===== src/rtl/motor_cmd_ctrl_if.sv =====
// Command/output bundle between the motion-command sources, motor_cmd_ctrl and the PWM generator.
// master drives the requests and estop; slave is the controller that produces the wheel commands.
interface motor_cmd_ctrl_if #(
    parameter int SPEED_W = 14
);
    logic               a_valid;
    logic               a_dir_l;
    logic               a_dir_r;
    logic [SPEED_W-1:0] a_speed_l;
    logic [SPEED_W-1:0] a_speed_r;
    logic               b_dir_l;
    logic               b_dir_r;
    logic [SPEED_W-1:0] b_speed_l;
    logic [SPEED_W-1:0] b_speed_r;
    logic               estop;
    logic               dir_l;
    logic               dir_r;
    logic [SPEED_W-1:0] speed_l;
    logic [SPEED_W-1:0] speed_r;
    logic               grant_a;
    logic               settled;

    modport master (
        output a_valid, a_dir_l, a_dir_r, a_speed_l, a_speed_r,
        output b_dir_l, b_dir_r, b_speed_l, b_speed_r, estop,
        input  dir_l, dir_r, speed_l, speed_r, grant_a, settled
    );

    modport slave (
        input  a_valid, a_dir_l, a_dir_r, a_speed_l, a_speed_r,
        input  b_dir_l, b_dir_r, b_speed_l, b_speed_r, estop,
        output dir_l, dir_r, speed_l, speed_r, grant_a, settled
    );
endinterface


===== src/rtl/motor_cmd_ctrl.sv =====
// Arbitrates two motion requesters and slew-limits each wheel, routing every direction
// reversal through zero speed plus a dead time before the PWM generator sees it.
//
// state | meaning
// RUN   | direction matches target; speed slews toward target on each tick
// DECEL | reversal pending; speed falls by STEP per tick until zero
// DEAD  | speed held at zero for DEAD_TICKS ticks, then direction flips
module motor_cmd_ctrl #(
    parameter int SPEED_W    = 14,
    parameter int MAX_SPEED  = 11000,
    parameter int STEP       = 64,
    parameter int TICK_DIV   = 1000,
    parameter int DEAD_TICKS = 4
) (
    input  logic             clk,
    input  logic             rst,
    motor_cmd_ctrl_if.slave  bus
);
    typedef enum logic [1:0] {RUN, DECEL, DEAD} state_t;

    localparam int PS_W = (TICK_DIV > 1) ? $clog2(TICK_DIV) : 1;
    localparam int DC_W = $clog2(DEAD_TICKS + 1);
    localparam logic [SPEED_W:0]   STEP_X = (SPEED_W + 1)'(STEP);
    localparam logic [SPEED_W-1:0] STEP_S = SPEED_W'(STEP);
    localparam logic [SPEED_W-1:0] MAX_S  = SPEED_W'(MAX_SPEED);

    logic [PS_W-1:0]    ps_cnt;
    logic               tick;

    logic [1:0]         sel_dir;
    logic [SPEED_W-1:0] sel_spd [2];
    logic [1:0]         tgt_dir;
    logic [SPEED_W-1:0] tgt_spd [2];
    logic               grant_q;

    state_t             state_q [2];
    state_t             state_d [2];
    logic [SPEED_W-1:0] spd_q   [2];
    logic [SPEED_W-1:0] spd_d   [2];
    logic [1:0]         dir_q;
    logic [1:0]         dir_d;
    logic [DC_W-1:0]    dcnt_q  [2];
    logic [DC_W-1:0]    dcnt_d  [2];
    logic [SPEED_W:0]   diff    [2];
    logic               settled_d;
    logic               settled_q;

    assign tick = (ps_cnt == PS_W'(TICK_DIV - 1));

    always_ff @(posedge clk) begin
        if (rst)
            ps_cnt <= '0;
        else
            ps_cnt <= tick ? '0 : ps_cnt + PS_W'(1);
    end

    // Owner switches on the very cycle a_valid changes; targets clamp before registering.
    always_comb begin
        sel_dir    = bus.a_valid ? {bus.a_dir_r, bus.a_dir_l} : {bus.b_dir_r, bus.b_dir_l};
        sel_spd[0] = bus.a_valid ? bus.a_speed_l : bus.b_speed_l;
        sel_spd[1] = bus.a_valid ? bus.a_speed_r : bus.b_speed_r;
        if (sel_spd[0] > MAX_S) sel_spd[0] = MAX_S;
        if (sel_spd[1] > MAX_S) sel_spd[1] = MAX_S;
    end

    always_ff @(posedge clk) begin
        if (rst) begin
            tgt_dir <= 2'b11;
            tgt_spd <= '{default: '0};
            grant_q <= 1'b0;
        end else begin
            tgt_dir <= sel_dir;
            tgt_spd <= sel_spd;
            grant_q <= bus.a_valid;
        end
    end

    always_comb begin
        dir_d = dir_q;
        for (int w = 0; w < 2; w++) begin
            state_d[w] = state_q[w];
            spd_d[w]   = spd_q[w];
            dcnt_d[w]  = dcnt_q[w];
            diff[w]    = {1'b0, tgt_spd[w]} - {1'b0, spd_q[w]};
            if (bus.estop) begin
                state_d[w] = RUN;
                spd_d[w]   = '0;
            end else begin
                unique case (state_q[w])
                    RUN: begin
                        if (tgt_dir[w] != dir_q[w]) begin
                            dcnt_d[w]  = '0;
                            state_d[w] = (spd_q[w] != '0) ? DECEL : DEAD;
                        end else if (tick) begin
                            if (!diff[w][SPEED_W])
                                spd_d[w] = (diff[w] <= STEP_X) ? tgt_spd[w] : spd_q[w] + STEP_S;
                            else
                                spd_d[w] = ((-diff[w]) <= STEP_X) ? tgt_spd[w] : spd_q[w] - STEP_S;
                        end
                    end
                    DECEL: begin
                        if (tgt_dir[w] == dir_q[w]) begin
                            state_d[w] = RUN;
                        end else if (tick) begin
                            if ({1'b0, spd_q[w]} <= STEP_X) begin
                                spd_d[w]   = '0;
                                dcnt_d[w]  = '0;
                                state_d[w] = DEAD;
                            end else begin
                                spd_d[w] = spd_q[w] - STEP_S;
                            end
                        end
                    end
                    DEAD: begin
                        spd_d[w] = '0;
                        if (tgt_dir[w] == dir_q[w]) begin
                            state_d[w] = RUN;
                        end else if (tick) begin
                            if (dcnt_q[w] == DC_W'(DEAD_TICKS - 1)) begin
                                dir_d[w]   = tgt_dir[w];
                                state_d[w] = RUN;
                            end else begin
                                dcnt_d[w] = dcnt_q[w] + DC_W'(1);
                            end
                        end
                    end
                    default: state_d[w] = RUN;
                endcase
            end
        end
        settled_d = (state_q[0] == RUN) && (state_q[1] == RUN) &&
                    (spd_q[0] == tgt_spd[0]) && (spd_q[1] == tgt_spd[1]) &&
                    (dir_q == tgt_dir);
    end

    always_ff @(posedge clk) begin
        if (rst) begin
            state_q   <= '{default: RUN};
            spd_q     <= '{default: '0};
            dcnt_q    <= '{default: '0};
            dir_q     <= 2'b11;
            settled_q <= 1'b0;
        end else begin
            state_q   <= state_d;
            spd_q     <= spd_d;
            dcnt_q    <= dcnt_d;
            dir_q     <= dir_d;
            settled_q <= settled_d;
        end
    end

    assign bus.speed_l = spd_q[0];
    assign bus.speed_r = spd_q[1];
    assign bus.dir_l   = dir_q[0];
    assign bus.dir_r   = dir_q[1];
    assign bus.grant_a = grant_q;
    assign bus.settled = settled_q;
endmodule


===== src/flat_wrapper.sv =====
// flat-port wrapper written by rule: the top's interface ports become plain ports
module motor_cmd_ctrl_flat 
#(
    parameter int SPEED_W    = 14,
    parameter int MAX_SPEED  = 11000,
    parameter int STEP       = 64,
    parameter int TICK_DIV   = 1000,
    parameter int DEAD_TICKS = 4
)
  (clk, rst, bus_a_valid, bus_a_dir_l, bus_a_dir_r, bus_a_speed_l, bus_a_speed_r, bus_b_dir_l, bus_b_dir_r, bus_b_speed_l, bus_b_speed_r, bus_estop, bus_dir_l, bus_dir_r, bus_speed_l, bus_speed_r, bus_grant_a, bus_settled);
  motor_cmd_ctrl_if #(.SPEED_W(SPEED_W)) bus_i ();
  input  logic clk;
  input  logic rst;
  input wire logic [$bits(bus_i.a_valid)-1:0] bus_a_valid;
  input wire logic [$bits(bus_i.a_dir_l)-1:0] bus_a_dir_l;
  input wire logic [$bits(bus_i.a_dir_r)-1:0] bus_a_dir_r;
  input wire logic [$bits(bus_i.a_speed_l)-1:0] bus_a_speed_l;
  input wire logic [$bits(bus_i.a_speed_r)-1:0] bus_a_speed_r;
  input wire logic [$bits(bus_i.b_dir_l)-1:0] bus_b_dir_l;
  input wire logic [$bits(bus_i.b_dir_r)-1:0] bus_b_dir_r;
  input wire logic [$bits(bus_i.b_speed_l)-1:0] bus_b_speed_l;
  input wire logic [$bits(bus_i.b_speed_r)-1:0] bus_b_speed_r;
  input wire logic [$bits(bus_i.estop)-1:0] bus_estop;
  output wire logic [$bits(bus_i.dir_l)-1:0] bus_dir_l;
  output wire logic [$bits(bus_i.dir_r)-1:0] bus_dir_r;
  output wire logic [$bits(bus_i.speed_l)-1:0] bus_speed_l;
  output wire logic [$bits(bus_i.speed_r)-1:0] bus_speed_r;
  output wire logic [$bits(bus_i.grant_a)-1:0] bus_grant_a;
  output wire logic [$bits(bus_i.settled)-1:0] bus_settled;
  assign bus_i.a_valid = bus_a_valid;
  assign bus_i.a_dir_l = bus_a_dir_l;
  assign bus_i.a_dir_r = bus_a_dir_r;
  assign bus_i.a_speed_l = bus_a_speed_l;
  assign bus_i.a_speed_r = bus_a_speed_r;
  assign bus_i.b_dir_l = bus_b_dir_l;
  assign bus_i.b_dir_r = bus_b_dir_r;
  assign bus_i.b_speed_l = bus_b_speed_l;
  assign bus_i.b_speed_r = bus_b_speed_r;
  assign bus_i.estop = bus_estop;
  assign bus_dir_l = bus_i.dir_l;
  assign bus_dir_r = bus_i.dir_r;
  assign bus_speed_l = bus_i.speed_l;
  assign bus_speed_r = bus_i.speed_r;
  assign bus_grant_a = bus_i.grant_a;
  assign bus_settled = bus_i.settled;
  motor_cmd_ctrl #(.SPEED_W(SPEED_W), .MAX_SPEED(MAX_SPEED), .STEP(STEP), .TICK_DIV(TICK_DIV), .DEAD_TICKS(DEAD_TICKS)) u_core (.clk(clk), .rst(rst), .bus(bus_i));
endmodule

===== config.mk =====
export PLATFORM = sky130hd
export DESIGN_NAME = motor_cmd_ctrl_flat
export DESIGN_NICKNAME = d
export VERILOG_FILES = /design/src/rtl/motor_cmd_ctrl_if.sv /design/src/rtl/motor_cmd_ctrl.sv /design/src/flat_wrapper.sv
export SDC_FILE = /design/constraint.sdc
export NUM_CORES = 1
export LEC_CHECK = 0
export BUFFER_PORTS_ARGS = -buffer_cell sky130_fd_sc_hd__buf_2
export CORE_MARGIN = 2
export CORE_UTILIZATION = 42
export CTS_CLUSTER_DIAMETER = 60
export DETAILED_ROUTE_END_ITERATION = 12
export PLACE_DENSITY = 0.63
export RECOVER_POWER = 50
export SETUP_SLACK_MARGIN = 0.05
export SYNTH_ARGS = -nofsm -noshare
export SYNTH_HDL_FRONTEND = slang
export SYNTH_SLANG_ARGS = --single-unit

===== constraint.sdc =====
create_clock -name clk -period 5.8 [get_ports clk]
set_input_delay 1.74 -clock clk [delete_from_list [all_inputs] [get_ports clk]]
set_output_delay 1.74 -clock clk [all_outputs]
set_load 0.005 [all_outputs]

# Word level (Yosys, flattened, before mapping)
# Cells that the tools add are included.
[word_totals]
wordCells = 157
input_bits = 64
regBits = 82
out_inout_bits = 32
[classes]
order_cmp = 8
add_sub_neg = 11
eq_ne = 40
n_bitwise = 3
muxes = 57
reduce_logical = 22
[ops]
columns = ["operator", "count"]
rows = [
  ["two-way mux 14 bit", 20],
  ["one-hot mux 14 bit (3 select lines)", 2],
  ["<= comparator 15 x 7 -> 1 bit (second input constant)", 4],
  ["two-way mux 3 bit", 14],
  ["two-way mux 2 bit", 17],
  ["negator 15 bit", 2],
  ["AND reduction 5 bit", 6],
  ["subtractor 14 x 14 -> 15 bit", 2],
  ["adder 14 x 7 -> 14 bit (second input constant)", 2],
  ["equality test 14 bit", 2],
  ["greater-than comparator 14 bit (second input constant)", 2],
  ["<= comparator 14 x 7 -> 1 bit (second input constant)", 2],
  ["nonzero test 14 bit", 2],
  ["subtractor 14 x 7 -> 14 bit (second input constant)", 2],
  ["inequality test 3 x 1 -> 1 bit (second input constant)", 8],
  ["inequality test 2 x 1 -> 1 bit (second input constant)", 10],
  ["one-hot mux 3 bit (3 select lines)", 2],
  ["AND reduction 9 bit", 2],
  ["inequality test 2 bit (second input constant)", 8],
  ["one-hot mux 2 bit (3 select lines)", 2],
  ["adder 10 x 1 -> 10 bit (second input constant)", 1],
  ["equality test 10 bit (second input constant)", 1],
  ["OR reduction 2 bit", 4],
  ["adder 3 x 1 -> 3 bit (second input constant)", 2],
  ["other kinds (10)", 22],
]

# Logic depth before layout (Yosys ltp)
[logic_depth]
ltp_word = 8
mapped_depth = 14
ltp_nobuf = 13

# Worst setup path after synthesis
# OpenSTA, ideal clock, no wires.
[synth_path]
kind = "input to register"
start = "input bus_a_valid"
end = "register u_core.tgt_spd[0] (netlist bit)"
path_buffers = 1
t_required_ns = 5.734
path_stages = 11
arrival_ns = 3.581
setup_ns = 0.066
path_slack_ns = 2.153
cell_sequence = "clkbuf_1 mux2i_1 or4_1 o31ai_1 o21a_1 o21a_1 o21ai_0 nor2_1 a31oi_1 nand2b_1 nor2_1"
[synth_between]
elab_chain_len = 3
[synth_lines]
columns = ["item", "line_no", "text"]
rows = [
  ["from (decl)", "flat_wrapper.sv:14", "input wire logic [$bits(bus_i.a_valid)-1:0] bus_a_valid;"],
  ["two-way mux 14 bit (*)", "motor_cmd_ctrl.sv:61", "sel_spd[1] = bus.a_valid ? bus.a_speed_r : bus.b_speed_r;"],
  ["greater-than comparator 14 bit", "motor_cmd_ctrl.sv:63", "if (sel_spd[1] > MAX_S) sel_spd[1] = MAX_S;"],
  ["OR reduction 2 bit (no source line)", "-", ""],
  ["to (signal assigned)", "motor_cmd_ctrl.sv:73", "tgt_spd <= sel_spd;"],
  ["to (decl)", "motor_cmd_ctrl.sv:33", "logic [SPEED_W-1:0] tgt_spd [2];"],
]
# Mark *: on every way between the ends. The rest lies on a longest branch, timed or not.
# A chain may end at the register's enable or synchronous reset.

# Final worst setup path
# Ends and elaborated chain as after synthesis.

==> run metrics <==
synthesized area 6780 µm²; Worst Max-Slew Pin Slew ~1.4 ns; Worst path top cell family by delay buffers and inverters; Routed Antenna Nets 0; DR pass1 iterations 5; Ys Warns 0; share of cells above drive strength 1 0.140; Util after Layout 0.484; CTS buffer count 9; Max Slew Vio Count 0; reg2reg path depth 12; Synth Register Bits 82; Final GP Congestion a little over 0.9; simple-gate portion of the synthesized area 0.260; Critical Path Fanout Max 25; worst vdd ir roughly 0.00017 V; Remaining DRCs 0; startpoint class of the critical path primary input; Clock Sinks a little over 80; via/cell ratio ~5.8; Worst Path Required just over 6 ns; outcome finished, final reports clean; # setup viols final 0; RSZ-0062 raised after global routing false; Fmax between 0.2 and 0.25 GHz; CTS Hold Bufs 0; core area between 15000 and 20000 µm²; sequential-to-total area share from yosys stat 0.242; CP Buf/Inv Count 2; setup TNS 0 ns; HP Class reg2reg; Detailed Place HPWL between 15000 and 20000 µm; largest net degree at the start of global routing 34; CTS tree yes; post-DR wirelength/cell 16.8 µm; min Tclk post-route 4.57 ns; Worst Path Arrival about 4.9 ns; Critical Path Stages 11; Worst-path clk slew 0.06 ns; Synth Instances 876; Static Leak just over 3 nW; syn nets between 900 and 1000; die width approximately 130 µm; Hold Fails Final Rpt 0; commonest cells after routing, fill and taps aside dfxtp_1, buf_2, nor2_1; EDFF count, synth 0; kind of critical path in2reg; post-synth cell types 82; Skew-Pair Late Insertion Delay ~0.35 ns; Worst path max stage delay ~0.80 ns; PostCTS Resize Cnt 0; postcts setup bufs 0; Synth Area per Inst roughly 7.7 µm²; final cycle utilization of the critical path 0.788; row count 46; CTS root buf clkbuf_16; vias in the first global route between 6000 and 7000; first-pass GRT wire length ~31000 µm; Worst setup EP type flip-flop; Diodes inserted 0; adder-cell area share of the yosys netlist 0.0963; Relative slew margins 0.0911; Clk pwr share 0.320; clk buf depth 2; port bufs between 90 and 100; Clock Skews about 0.011 ns; sequential share of power 0.337; xor/xnor share of the synthesized area 0.0362; GRT Total Usage 0.229; Max-Cap Viols 0; CP Cell Sequence clkbuf_1, buf_4, nand2b_1, o31ai_1, o21a_1, o21a_1, o21ai_0, nor2_1, a31oi_1, nand2b_1, nor2_1; Die Area 17200 µm²; internal power ~0.0012 W; mux share of post-synthesis cell area 0.0635; Logic pwr share 0.342; die height roughly 130 µm; num ports 96; Main synth FF type dfxtp_1; asr flop ratio synth 0; DR vias ~6800; Starting Density 0.429; largest family of logic cells by synthesized area simple AND/OR/NAND/NOR gates; initial antenna violation count 0; CP max stage cell clkbuf_1; most common cell after layout, fill and taps aside dfxtp_1; Power Dens Cells ~240 nW/µm²; sw power 0.000651 W; switching power share of the total 0.354; compound-gate portion of the synthesized area 0.252; grt ovf 0; synthesis-to-layout area growth 13.0%; final wirelength 19700 µm; cell depth of the worst hold path 2; H-tree levels 3; Nets roughly 1100; drt initial violations around 550
-- state kept, by name (all words and copies together), names as in the netlist --
register            flops
u_core.bus.grant_a      1
u_core.bus.settled      1
u_core.bus.speed_l     14
u_core.bus.speed_r     14
u_core.dcnt_q           6
u_core.dir_q            2
u_core.ps_cnt          10
u_core.state_q          4
u_core.tgt_dir          2
u_core.tgt_spd         28
-- path summary, 6_finish.rpt --
path                    startpoint               endpoint  slack [ns]
max                    bus_a_valid      u_core.tgt_spd[0]        1.23
min               u_core.dcnt_q[5]       u_core.dcnt_q[5]        0.45
min reg2reg       u_core.dcnt_q[5]       u_core.dcnt_q[5]        0.45
max reg2reg  u_core.bus.speed_r[9]  u_core.bus.speed_r[1]        1.32
-- tightest hold or removal path: cells and delay by family, from the launching register on --
family             cells  cell delay, ns
AOI/OAI and AO/OA      1            0.05
and+or+nand+nor        1            0.05
DFF                    1            0.31
-- per-stage QoR --
stage	hold slack, ns	total power, W	std cells	area [µm²]	setup WS, ns
finish	0.450	0.00184	1169	7660	1.23
floorplan	0.430	0.00110	876	6780	2.15
detailed placement	0.445	0.00125	1153	7390	1.38
global placement	0.442	0.00125	1153	7390	1.47
CTS	0.454	0.00184	1169	7690	1.42
global route	0.482	0.00195	1169	7660	0.901
-- logic make-up (layout without fill, tap and decap cells) --
group / Yosys count / after routing
AO/OA/AOI/OAI: 254 / 254
buffers and inverters: 85 / 162
multiplexers: 42 / 42
AND/OR/NAND/NOR: 334 / 334
adder cells (fa/ha/maj): 51 / 51
flip-flops: 82 / 82
XOR/XNOR: 28 / 28
-- area by class of cell --
type	instances	area [µm²]
Multi-Input combinational cell	709	4800
Sequential cell	82	1640
Timing Repair Buffer	97	463
Inverter	49	184
Fill cell	1582	8170
Clock buffer	10	239
Tap cell	216	270
Clock inverter	6	65.1
-- synth_stat cells, types with 8 or more instances --
master / number / area (µm²)
dfxtp_1: 82 / 1640
nor2_1: 69 / 259
nand2_1: 68 / 255
a21oi_1: 63 / 315
ha_1: 49 / 613
o21ai_0: 49 / 245
inv_1: 48 / 180
nand3_1: 44 / 220
mux2i_1: 36 / 360
clkbuf_1: 27 / 101
nor3_1: 24 / 120
nand2b_1: 22 / 138
xnor2_1: 18 / 158
nor2b_1: 17 / 106
a31oi_1: 15 / 93.8
a21o_1: 14 / 105
a221oi_1: 13 / 114
o31ai_1: 13 / 97.6
and3_1: 12 / 75.1
a211oi_1: 11 / 82.6
nand4_1: 11 / 68.8
xor2_1: 10 / 87.6
nor4_1: 8 / 50.1
o211ai_1: 8 / 60.1
or2_2: 8 / 50.1
-- routing by layer --
layer,vias up,share of wire,track usage
met5,-,0,0
met4,0,0.020,0.0657
met3,27,0.066,0.0422
met2,265,0.45,0.367
met1,3140,0.47,0.317
li1,3382,-,-
-- power groups by stage --
stage	Combinational (W)	Clock [W]	Sequential, W
5_1_grt	0.000699	0.000625	0.000624
3_3_place_gp	0.000616	0	0.000633
4_1_cts	0.000619	0.000602	0.000621
2_1_floorplan	0.000477	0	0.000619
3_5_place_dp	0.000616	0	0.000633
6_report	0.000630	0.000589	0.000621
(Power assumes the default switching activity.)
